**config.mk**
```make
export PLATFORM = sky130hd
export DESIGN_NAME = ir_encoder_nec
export DESIGN_NICKNAME = d
export VERILOG_FILES = /design/src/rtl/ir_nec_pkg.sv /design/src/rtl/ir_carrier_gen.sv /design/src/rtl/ir_encoder_nec.sv
export SDC_FILE = /design/constraint.sdc
export NUM_CORES = 1
export LEC_CHECK = 0
export ABC_AREA = 1
export CORE_ASPECT_RATIO = 0.9
export CORE_MARGIN = 4
export CORE_UTILIZATION = 47
export DETAILED_ROUTE_END_ITERATION = 16
export PLACE_DENSITY_LB_ADDON = 0.25
export SYNTH_ARGS = -nofsm -noshare
export SYNTH_HDL_FRONTEND = slang
export SYNTH_SLANG_ARGS = --single-unit
```
**constraint.sdc**
```tcl
create_clock -name clk -period 2 [get_ports clk]
set_input_delay 0.5 -clock clk [delete_from_list [all_inputs] [get_ports clk]]
set_output_delay 0.5 -clock clk [all_outputs]
set_load 0.01 [all_outputs]
```
**src/rtl/ir_nec_pkg.sv**
```systemverilog
// Shared NEC IR definitions: one-hot FSM states, default 50 MHz timing and frame layout.
// Used by ir_encoder_nec and ir_carrier_gen.
package ir_nec_pkg;

  typedef enum logic [5:0] {
    IDLE       = 6'b000001,
    HEAD_MARK  = 6'b000010,
    HEAD_SPACE = 6'b000100,
    BIT_MARK   = 6'b001000,
    BIT_SPACE  = 6'b010000,
    STOP_MARK  = 6'b100000
  } nec_state_t;

  // Nominal segment lengths; the decoder builds its acceptance windows around these.
  localparam int NEC_T_HEAD_MARK  = 450000;
  localparam int NEC_T_HEAD_SPACE = 225000;
  localparam int NEC_T_BIT_MARK   = 28000;
  localparam int NEC_T_ZERO_SPACE = 28000;
  localparam int NEC_T_ONE_SPACE  = 84500;
  localparam int NEC_CARRIER_HALF = 658;

  localparam int NEC_FRAME_W = 32;
  localparam int NEC_SPLIT   = 16;
  localparam int NEC_CNT_W   = 19;
  localparam int NEC_BIT_W   = 5;

endpackage

```
**src/rtl/ir_carrier_gen.sv**
```systemverilog
// Carrier divider: toggles every HALF cycles while enabled; restart forces the
// counter to 0 and the carrier high. carrier_nxt is the value it takes at the next edge.
module ir_carrier_gen
  import ir_nec_pkg::*;
#(
  parameter int HALF = NEC_CARRIER_HALF
) (
  input  logic clk,
  input  logic rst,
  input  logic en,
  input  logic restart,
  output logic carrier_nxt
);

  localparam int CW = (HALF > 1) ? $clog2(HALF) : 1;

  logic [CW-1:0] cnt, cnt_nxt;
  logic          carrier;

  always_comb begin
    cnt_nxt     = cnt;
    carrier_nxt = carrier;
    if (restart) begin
      cnt_nxt     = '0;
      carrier_nxt = 1'b1;
    end else if (en) begin
      if (cnt == CW'(HALF - 1)) begin
        cnt_nxt     = '0;
        carrier_nxt = ~carrier;
      end else begin
        cnt_nxt = cnt + 1'b1;
      end
    end
  end

  always_ff @(posedge clk or posedge rst) begin
    if (rst) begin
      cnt     <= '0;
      carrier <= 1'b0;
    end else begin
      cnt     <= cnt_nxt;
      carrier <= carrier_nxt;
    end
  end

endmodule

```
**src/rtl/ir_encoder_nec.sv**
```systemverilog
// NEC IR frame transmitter: header mark/space, 32 pulse-distance bits LSB first, stop mark.
// Optional carrier-modulated LED output when IR_CARRIER_EN is defined.
module ir_encoder_nec
  import ir_nec_pkg::*;
#(
`ifdef IR_CARRIER_EN
  parameter int CARRIER_HALF = NEC_CARRIER_HALF,
`endif
  parameter int T_HEAD_MARK  = NEC_T_HEAD_MARK,
  parameter int T_HEAD_SPACE = NEC_T_HEAD_SPACE,
  parameter int T_BIT_MARK   = NEC_T_BIT_MARK,
  parameter int T_ZERO_SPACE = NEC_T_ZERO_SPACE,
  parameter int T_ONE_SPACE  = NEC_T_ONE_SPACE
) (
  input  logic                  clk,
  input  logic                  rst,
  input  logic                  start,
  input  logic [NEC_SPLIT-1:0]  iraddr,
  input  logic [NEC_SPLIT-1:0]  irdata,
  output logic                  busy,
  output logic                  done,
  output logic                  oir,
  output logic [5:0]            dbg_state
`ifdef IR_CARRIER_EN
  ,
  output logic                  oled
`endif
);

  // Handshake: start is sampled only while idle (busy=0); the request is taken on
  // that edge, busy rises the next cycle, and starts seen while busy=1 are dropped.

  localparam logic [NEC_CNT_W-1:0] L_HM = NEC_CNT_W'(T_HEAD_MARK - 1);
  localparam logic [NEC_CNT_W-1:0] L_HS = NEC_CNT_W'(T_HEAD_SPACE - 1);
  localparam logic [NEC_CNT_W-1:0] L_BM = NEC_CNT_W'(T_BIT_MARK - 1);
  localparam logic [NEC_CNT_W-1:0] L_ZS = NEC_CNT_W'(T_ZERO_SPACE - 1);
  localparam logic [NEC_CNT_W-1:0] L_OS = NEC_CNT_W'(T_ONE_SPACE - 1);

  nec_state_t                 state;
  logic [NEC_CNT_W-1:0]       cnt;
  logic [NEC_BIT_W-1:0]       bit_cnt;
  logic [NEC_FRAME_W-1:0]     shift;
  logic [NEC_CNT_W-1:0]       seg_last;
  logic                       seg_end;

  assign dbg_state = state;

  // Last count of the current segment; the space length depends on the bit being sent.
  always_comb begin
    seg_last = '0;
    case (state)
      HEAD_MARK:           seg_last = L_HM;
      HEAD_SPACE:          seg_last = L_HS;
      BIT_MARK, STOP_MARK: seg_last = L_BM;
      BIT_SPACE:           seg_last = shift[0] ? L_OS : L_ZS;
      default:             seg_last = '0;
    endcase
  end

  assign seg_end = (cnt == seg_last);

  always_ff @(posedge clk or posedge rst) begin
    if (rst) begin
      state   <= IDLE;
      oir     <= 1'b1;
      busy    <= 1'b0;
      done    <= 1'b0;
      cnt     <= '0;
      bit_cnt <= '0;
      shift   <= '0;
    end else begin
      done <= 1'b0;
      cnt  <= cnt + 1'b1;
      case (state)
        IDLE: begin
          oir  <= 1'b1;
          busy <= 1'b0;
          cnt  <= '0;
          if (start) begin
            shift <= {irdata, iraddr};
            state <= HEAD_MARK;
            oir   <= 1'b0;
            busy  <= 1'b1;
          end
        end
        HEAD_MARK: if (seg_end) begin
          state <= HEAD_SPACE;
          oir   <= 1'b1;
          cnt   <= '0;
        end
        HEAD_SPACE: if (seg_end) begin
          state <= BIT_MARK;
          oir   <= 1'b0;
          cnt   <= '0;
        end
        BIT_MARK: if (seg_end) begin
          state <= BIT_SPACE;
          oir   <= 1'b1;
          cnt   <= '0;
        end
        BIT_SPACE: if (seg_end) begin
          shift   <= shift >> 1;
          bit_cnt <= bit_cnt + 1'b1;
          oir     <= 1'b0;
          cnt     <= '0;
          state   <= (bit_cnt == NEC_BIT_W'(NEC_FRAME_W - 1)) ? STOP_MARK : BIT_MARK;
        end
        STOP_MARK: if (seg_end) begin
          state <= IDLE;
          oir   <= 1'b1;
          busy  <= 1'b0;
          done  <= 1'b1;
          cnt   <= '0;
        end
        default: begin
          state <= IDLE;
          oir   <= 1'b1;
          busy  <= 1'b0;
          cnt   <= '0;
        end
      endcase
    end
  end

`ifdef IR_CARRIER_EN
  logic mark_start, mark_nxt, carrier_nxt;

  // A mark begins on the edge that drives oir low; the divider restarts there.
  assign mark_start = ((state == IDLE) && start) ||
                      (((state == HEAD_SPACE) || (state == BIT_SPACE)) && seg_end);
  assign mark_nxt   = mark_start ||
                      (((state == HEAD_MARK) || (state == BIT_MARK) ||
                        (state == STOP_MARK)) && !seg_end);

  ir_carrier_gen #(.HALF(CARRIER_HALF)) u_carrier (
    .clk         (clk),
    .rst         (rst),
    .en          (1'b1),
    .restart     (mark_start),
    .carrier_nxt (carrier_nxt)
  );

  always_ff @(posedge clk or posedge rst) begin
    if (rst) oled <= 1'b0;
    else     oled <= carrier_nxt & mark_nxt;
  end
`endif

endmodule

```
* Word-level counts from Yosys, hierarchy flattened
Index checks and enable logic that the tools add are counted.
** Cells by class
- Reductions and logical operators :: 11
- Equal/unequal tests :: 16
- Bitwise operators :: 1
- Add/sub/neg operators :: 2
- Multiplexer cells :: 23
** Operators by type and width (count)
- one-hot mux 19 bit (4 select lines) :: 1
- two-way mux 32 bit :: 2
- one-hot mux 32 bit (2 select lines) :: 1
- two-way mux 6 bit :: 7
- two-way mux 19 bit :: 2
- one-hot mux 6 bit (6 select lines) :: 1
- adder 19 x 1 -> 19 bit (second input constant) :: 1
- equality test 19 bit :: 1
- two-way mux 17 bit :: 1
- != test 2 bit (second input constant) :: 6
- equality test 6 x 1 -> 1 bit (second input constant) :: 1
- equality test 6 x 2 -> 1 bit (second input constant) :: 1
- equality test 6 x 3 -> 1 bit (second input constant) :: 1
- equality test 6 x 4 -> 1 bit (second input constant) :: 1
- equality test 6 x 5 -> 1 bit (second input constant) :: 1
- equality test 6 bit (second input constant) :: 1
- two-way mux 1 bit :: 6
- one-hot mux 1 bit (3 select lines) :: 2
- AND reduction 2 bit :: 3
- AND reduction 6 bit :: 1
- adder 5 x 1 -> 5 bit (second input constant) :: 1
- equality test 5 bit (second input constant) :: 1
- OR reduction 5 bit :: 1
- != test 2 x 1 -> 1 bit (second input constant) :: 2
- 6 further kinds :: 7
** Word-level totals
- Register bits :: 65
- Word-level logic and storage cells :: 60
- Bits of input ports :: 35

* Logic depth before layout (Yosys ltp)
Gate-level depths: netlist of run 1.
- Depth after elaboration :: 6
- Depth in mapped cells :: 16
- Depth with buffers taken out :: 15

* Worst setup path after synthesis of run 1
Ideal clock, no wire load.
- Path kind :: reg-to-reg
- Start point :: register state[0], in the netlist dbg_state[0]
- End point :: register shift[10]
- Buffers on the path :: 2
- Path slack :: -119 ps
- Data required time :: 1883 ps
- Period minus slack after synthesis :: 2119 ps
- Data arrival time :: 2002 ps
- Setup time :: 117 ps
- Cell stages (with the launch flop) :: 14
- Path through :: dfstp_2 -> nor2_4 -> nand3_1 -> nand2_1 -> nor2_2 -> nand2_2 -> o21ai_1 -> o21ai_1 -> nor2_2 -> nand4_2 -> buf_6 -> buf_6 -> nand3_1 -> nand2_1
** On the way
- Word-level cells in the longest chain between the ends :: 6
** RTL lines
- from (decl) :: RTL line ir_encoder_nec.sv:39 : nec_state_t state;
- from (signal assigned) :: RTL line ir_encoder_nec.sv:106 : state <= (bit_cnt == NEC_BIT_W'(NEC_FRAME_W - 1)) ? STOP_MARK : BIT_MARK;
- equality test 6 bit / equality test 6 x 4 -> 1 bit (equally long branches) :: RTL line ir_encoder_nec.sv:51 : case (state)
- OR reduction 2 bit :: RTL line ir_encoder_nec.sv:51
- one-hot mux 19 bit (4 select lines) :: RTL line ir_encoder_nec.sv:51
- equality test 19 bit :: RTL line ir_encoder_nec.sv:60 : assign seg_end = (cnt == seg_last);
- != test 2 bit (no line)
- AND reduction 3 bit (no line)
- to (signal assigned) :: RTL line ir_encoder_nec.sv:80 : shift <= {irdata, iraddr};
- to (signal assigned) :: RTL line ir_encoder_nec.sv:102 : shift <= shift >> 1;
- to (decl) :: RTL line ir_encoder_nec.sv:42 : logic [NEC_FRAME_W-1:0] shift;
Several ways; a longest one is shown, not always the timed one.
A chain may end at the register's enable or synchronous reset.

* Worst setup path in the final report of run 1
- Start point :: register state[1], in the netlist dbg_state[1]
- End point :: register state[5], in the netlist dbg_state[5]
** On the way
- Word-level cells in the longest chain between the ends :: 6
** RTL lines (RTL line)
- equality test 6 bit / equality test 6 x 4 -> 1 bit (equally long branches) :: ir_encoder_nec.sv:51, ir_encoder_nec.sv:74
- OR reduction 2 bit :: ir_encoder_nec.sv:51
- one-hot mux 19 bit (4 select lines) :: ir_encoder_nec.sv:51
- equality test 19 bit :: ir_encoder_nec.sv:60
- != test 2 bit (no line)
- AND reduction 6 bit (no line)
Several ways; a longest one is shown, not always the timed one.

==> impl_metrics.ini, run 1 <==
[critical_path]
cp.required_ns = 2.27
crit_top_cell = nor2_4
path_max_fanout = 6
cp_slowest_stage_delay_ns = 0.44
worstPathArrival_ns = 2.59
endpoint_kind = flip-flop
cp_top_family = simple AND/OR/NAND/NOR gates
critPathSlowestCell = dfrtp_2
cp-start-kind = flip-flop
critPathBufInv = 2
path_cells = nor2_4, nand2_4, nor2_4, nor2_4, nand2_1, nand2_1, nor2_2, nand3_2, nor2_4, nand3_4, nand2_4, buf_12, buf_6, nand3_2, nand2_1
worst-setup-path-type = flip-flop to flip-flop

[global_route]
grt.overflow.total = 0
grt_max_degree = 66
grt_pass1_vias = 3420
antenna_found_initial = 0
grt_use_total_pct = 21.3
grt_pass1_wl_um = 15900

[routing]
first_pass_iters = 4
vias = 3599
wire_per_inst_um = 13.6
route.detailed.drc = 0
wl_um = 9770
ant_nets = 0
wl_met3_um = 505
top_layer = met4
via_per_inst = 5.03
wl_met2_um = 4730
wl_met1_um = 4350
drt_iter0_drc = 210

[status]
status = complete, but fails checks
violations = setup timing

[sta]
period_share_pct = 116
setup_viol = 65
rsz0062_at_grt = yes
max_freq_mhz = 431
hold_viol = 0
setup_tns_ns = -17.16
slew_headroom_pct = 75.7
report.final.slew_viol_count = 0
skew_ns = 0.00881
setup_ws_ns = -0.320
final.min_clock_period_ns = 2.32
tightest_slew_ns = 0.360

[die]
die_area_um2 = 9360
die_y_um = 92.2
coreArea_um2 = 7620
start_util_pct = 48.6
ios = 44
die-width_um = 102
num_rows = 30

[power_and_ir_drop]
p_sw_share_pct = 36.9
ir_drop_uv = 621
pwr-share-clk_pct = 21.3
powerDensity_nw_per_um2 = 1130
p_leak_nw = 2.66
switchingPower_mw = 2.21
p_int_mw = 3.78
sequentialPowerShare_pct = 32.7
pwr-share-comb_pct = 46.0

[placement]
gp_congestion = 0.896
port_buffers = 43
dp_hpwl_um = 6100

[synthesis]
synth_nets = 546
postSynthCellCount = 508
yosysUniqueCellTypes = 30
synth_edf_count = 0
synth_area_um2 = 3700
synth_seq_area_share_pct = 44.0
synth_ff_type = dfrtp_1
synth-seq-cells = 65
async_flop_share_pct = 100
yosysWarnings = 0
syn_avg_cell_area_um2 = 7.28

[clock_network]
cts_made_buffers = 9
htreeDepth = 3
clkTransAtPathRegs_ns = 0.07
cts.sinks = 65
postCtsHoldBufs = 0
worstSkewPairLatency_ns = 0.34
clockBufferDepth = 2
cts_tree = done
cts_root_buf = clkbuf_8

[run]
drv_cap = 0

[finish]
num-nets-final = 653
areaGrowthSynthToFinish_pct = 43.4
drive_above_1_share_pct = 25.6
utilization_pct = 69.6
diodes = 0

[min_path]
hp-class = flip-flop to flip-flop
## synth_stat cells (5+ instances only)
library cell	number	area share, %
nand3_1	60	8.1
nor3_1	6	0.81
nor2_1	37	3.8
clkbuf_1	9	0.91
o21ai_0	6	0.81
inv_1	35	3.6
xor2_1	15	3.6
nor2_2	7	1.2
nand2_1	218	22
dfrtp_1	63	43
nand4_1	5	0.85
buf_6	5	1.5
## layout make-up
| type | count | area, um^2 |
|---|---|---|
| fillers | 613 | 2310 |
| multi-input cells | 385 | 2050 |
| flip-flops and latches | 65 | 1640 |
| repair buffers | 115 | 1120 |
| clock buffers | 11 | 151 |
| inverters | 39 | 150 |
| well taps | 96 | 120 |
| clock inverters | 5 | 77.6 |
## cells by family after synthesis
family	share of synthesized area, %
DFF	44.0
adders and majority gates	1.01
and+or+nand+nor	40.9
buffers and inverters	7.34
xor gates and xnor gates	4.50
AOI/OAI and AO/OA	2.23
## placed cells by master, fill, tap and decap left out, types with 9 or more instances in the layout
cell type,n
clkbuf_8,11
clkdlybuf4s50_1,41
nor2_1,22
nand2_1,210
buf_4,59
dfrtp_1,58
nand3_1,50
inv_1,33
nor2_2,11
nor2_4,15
xor2_1,14
nand3_2,9
## worst paths after layout
kind                                               start                  endpoint  slack, ns  depth (start not counted)
worst min register to register     shift[26]$_DFFE_PP0P_     shift[26]$_DFFE_PP0P_       0.51                          2
min in group asynchronous                            rst          cnt[1]$_DFF_PP0_       0.60                          3
max in group asynchronous                            rst  dbg_state[0]$_DFFE_PP1P_       1.09                          3
worst max register to register  dbg_state[1]$_DFFE_PP0P_  dbg_state[5]$_DFFE_PP0P_      -0.32                         15
worst max-delay path            dbg_state[1]$_DFFE_PP0P_  dbg_state[5]$_DFFE_PP0P_      -0.32                         15
worst min-delay path               shift[26]$_DFFE_PP0P_     shift[26]$_DFFE_PP0P_       0.51                          2
## stage by stage
| stage | setup WS [ns] | hold WS, ns | cells | power, mW | cell area (um^2) |
|---|---|---|---|---|---|
| after floorplan | -0.0587 | 0.452 | 508 | 3.17 | 3750 |
| after global placement | -0.213 | 0.473 | 671 | 3.88 | 4540 |
| after detailed placement | -0.249 | 0.490 | 671 | 3.94 | 4540 |
| after CTS | -0.153 | 0.507 | 712 | 5.80 | 5180 |
| after global routing | -0.428 | 0.529 | 716 | 6.37 | 5310 |
| final | -0.320 | 0.509 | 716 | 5.99 | 5310 |
## sequential cells by signal, indices dropped and copies added (netlist names)
signal and cells:
shift 32, cnt 19, dbg_state 6, bit_cnt 5, busy 1, done 1, oir 1
## worst register-to-register path, stage by stage, from the launching register on
cell	delay [ns]
dfrtp_2	0.44
nor2_4	0.26
nand2_4	0.11
nor2_4	0.20
nor2_4	0.06
nand2_1	0.06
nand2_1	0.06
nor2_2	0.14
nand3_2	0.11
nor2_4	0.21
nand3_4	0.11
nand2_4	0.12
buf_12	0.13
buf_6	0.10
nand3_2	0.06
nand2_1	0.08
## power groups by stage
stage / Clock [mW] / Sequential (mW) / Combinational (mW)
floorplan: 0 / 1.92 / 1.25
global placement: 0 / 1.95 / 1.93
detailed placement: 0 / 1.96 / 1.98
CTS: 1.30 / 1.95 / 2.55
global route: 1.35 / 2.00 / 3.02
finish: 1.28 / 1.96 / 2.75
## repair_timing
action / CTS / global route
resized for setup: 43 / 28
buffers inserted: 23 / 4
endpoints found under the setup margin: 66 / 65
pin swaps: 6 / 16
cloned: 2 / 0
## routing by layer
layer / global-route usage [%] / up-vias
met2: 33.4 / 100
li1: - / 1805
met1: 29.2 / 1677
met3: 4.33 / 17
met5: 0 / -
met4: 6.98 / 0
No activity file was read; power rests on OpenSTA's default activity.
==> run 2: changes to the inputs <==
--- a/config.mk
+++ b/config.mk
@@ -5,7 +5,6 @@
 export SDC_FILE = /design/constraint.sdc
 export NUM_CORES = 1
 export LEC_CHECK = 0
-export ABC_AREA = 1
 export CORE_ASPECT_RATIO = 0.9
 export CORE_MARGIN = 4
 export CORE_UTILIZATION = 47
==> run 2 against run 1 <==
- first-iteration DRC count fell by 28%
- cell count decreased by 30%
- critical path type unchanged
- worst setup slack worse by 0.33 ns
- maximum frequency down 12%
- critical path depth decreased by 7
- global-route usage fell by 2.7 points
- critical endpoint is now shift[14]$_DFFE_PP0P_
- synthesized area fell by 8.5%
- the run still ends with setup timing left
==> impl_metrics.ini, run 2 <==
[finish]
regMostFlops = shift
multi_input_area_um2 = 1880
largest_reg_flops = 32
layout.area.seq_um2 = 1640
drive_above_1_share_pct = 30.7
layout_commonest_cell = dfrtp_1
final_cell_mix = dfrtp_1, clkdlybuf4s50_1, buf_4
fillers = 533
utilization_pct = 68.3
diodes = 0
num-nets-final = 440
areaGrowthSynthToFinish_pct = 42.0

[synthesis]
synth_edf_count = 0
synth_ff_type = dfrtp_1
yosysMostFrequentCell = dfrtp_1
postSynthCellCount = 311
syn_avg_cell_area_um2 = 10.9
synth_common_cells = dfrtp_1, nand2b_1, nor2_1, o221a_1, nand2_1
async_flop_share_pct = 100
synth_area_leaders = dfrtp_1, o221a_1, nand2b_1
yosysUniqueCellTypes = 52
yosysWarnings = 0
synth_top_area_share_pct = 46.5
synth-seq-cells = 65
synth_area_um2 = 3390
synth_nets = 349
yosysTopAreaCell = dfrtp_1
synth_seq_area_share_pct = 48.1

[placement]
port_buffers = 43
gp_congestion = 0.817
dp_hpwl_um = 5140

[status]
violations = setup timing
status = complete, but fails checks

[clock_network]
clockBufferDepth = 2
cts.sinks = 65
clkTransAtPathRegs_ns = 0.07
cts_tree = done
cts_made_buffers = 9
cts_root_buf = clkbuf_8
htreeDepth = 3
worstSkewPairLatency_ns = 0.35

[sta]
final.min_clock_period_ns = 2.65
report.final.slew_viol_count = 0
period_share_pct = 132
skew_ns = 0.0103
slew_headroom_pct = 74.3
max_freq_mhz = 378
rsz0062_at_grt = yes
tightest_slew_ns = 0.385
setup_ws_ns = -0.648
setup_tns_ns = -37.21
hold_viol = 0
setup_viol = 64

[min_path]
hp-start = bit_cnt[3]$_DFFE_PP0P_
hp-class = flip-flop to flip-flop
hold_end = bit_cnt[3]$_DFFE_PP0P_
min_path_cells = 1

[die]
die-width_um = 97.5
die_area_um2 = 8630
start_util_pct = 48.1
coreArea_um2 = 7040
ios = 44
die_y_um = 88.5
num_rows = 29

[critical_path]
worst-setup-path-type = flip-flop to flip-flop
endpoint_kind = flip-flop
cp-start-kind = flip-flop
r2r_start = dbg_state[3]$_DFFE_PP0P_
r2r_cells = 8
critPathLaunch = dbg_state[3]$_DFFE_PP0P_
path_max_fanout = 21
worstPathArrival_ns = 2.88
cp.required_ns = 2.23
r2r-end = shift[14]$_DFFE_PP0P_
ff2ff_setup_slack_ns = -0.65

[routing]
wl_um = 8040
drt_iter0_drc = 151
first_pass_iters = 4
route.detailed.drc = 0
via_per_inst = 5.57
vias = 2784
ant_nets = 0
wire_per_inst_um = 16.1

[global_route]
antenna_found_initial = 0
grt_pass1_wl_um = 12900
grt.overflow.total = 0
grt_max_degree = 66
grt_use_total_pct = 18.6
grt_pass1_vias = 2658

[power_and_ir_drop]
p_total_mw = 2.52
ir_drop_uv = 392
p_leak_nw = 2.01
powerDensity_nw_per_um2 = 525

[run]
drv_cap = 0
## run 2: cell count changes after synthesis, moves of 5 or more
cell and change:
nand2b_1 +34, xnor2_1 +5, and3_1 +6, nor2_2 -7, inv_1 -31, nor2_1 -6
o221a_1 +30, nand3_1 -46, nand2_1 -201, a21oi_1 +6
## run 2: logic make-up after synthesis
kind of cell	after synthesis	share of synthesized area [%]
fa+ha+maj	3	1.11
simple gates	135	22.6
xor+xnor	23	5.95
compound gates	58	15.9
flops	65	48.1
mux	7	2.22
buf+inv	20	4.10
## run 2: metrics by stage
step / std cells / instance area, um^2 / hold slack, ns / setup WS [ns]
after CTS: 498 / 4570 / 0.477 / -0.616
after floorplan: 311 / 3430 / 0.431 / -0.661
after global routing: 500 / 4810 / 0.478 / -0.748
after global placement: 480 / 4280 / 0.461 / -0.689
after detailed placement: 480 / 4280 / 0.460 / -0.793
final: 500 / 4810 / 0.471 / -0.648
## run 2: power by group
group | leakage, nW | internal [mW] | total (mW) | switching (mW)
clock | 0.0912 | 0.572 | 1.11 | 0.534
sequential | 0.875 | 1.31 | 1.31 | 0
combinational | 1.04 | 0.0700 | 0.104 | 0.0341
total | 2.01 | 1.96 | 2.52 | 0.568
## run 2: final cells by class
class	count	share of cell area (%)
repair buffers	96	20.0
flip-flops and latches	65	34.0
clock buffers	9	2.57
inverters	4	0.390
multi-input cells	226	39.2
well taps	93	2.42
clock inverters	7	1.48
## run 2: critical path, stage by stage (launching register included)
cell	delay (ns)
dfrtp_2	0.44
or4_4	0.54
a21o_4	0.24
and3_4	0.18
nor4_4	0.28
and4_4	0.29
nand3_4	0.12
buf_12	0.19
o221a_1	0.25
## run 2: routing by layer
metal / vias to the layer above / global-route usage, % / share of wire (%)
met4: 0 / 5.03 / 1.3
met2: 78 / 29.4 / 48
met3: 12 / 4.49 / 4.9
met5: - / 0 / 0
met1: 1387 / 26.0 / 46
li1: 1307 / - / -
## run 2: how the worst max path moves through the flow
stage,endpoint,slack (ns),cells after the start
after floorplan,shift[0]$_DFFE_PP0P_,-0.66,10
after global placement,shift[16]$_DFFE_PP0P_,-0.69,8
after detailed placement,shift[14]$_DFFE_PP0P_,-0.79,8
after CTS,shift[14]$_DFFE_PP0P_,-0.62,8
after global routing,shift[14]$_DFFE_PP0P_,-0.75,8
final,shift[14]$_DFFE_PP0P_,-0.65,8
## run 2: what timing repair did
action                     CTS  global route
setup endpoints to repair   65            65
pin swaps                    7            19
gates cloned                 0             1
hold buffers                 0             0
buffers inserted             2             4
resized for setup           20            52
==> run 3: changes to the inputs <==
--- a/config.mk
+++ b/config.mk
@@ -5,6 +5,7 @@
 export SDC_FILE = /design/constraint.sdc
 export NUM_CORES = 1
 export LEC_CHECK = 0
+export ABC_AREA = 0
 export CORE_ASPECT_RATIO = 0.9
 export CORE_MARGIN = 4
 export CORE_UTILIZATION = 47
==> results of run 3 <==
No change in the layout: final DEF, timing and power equal those of run 2.
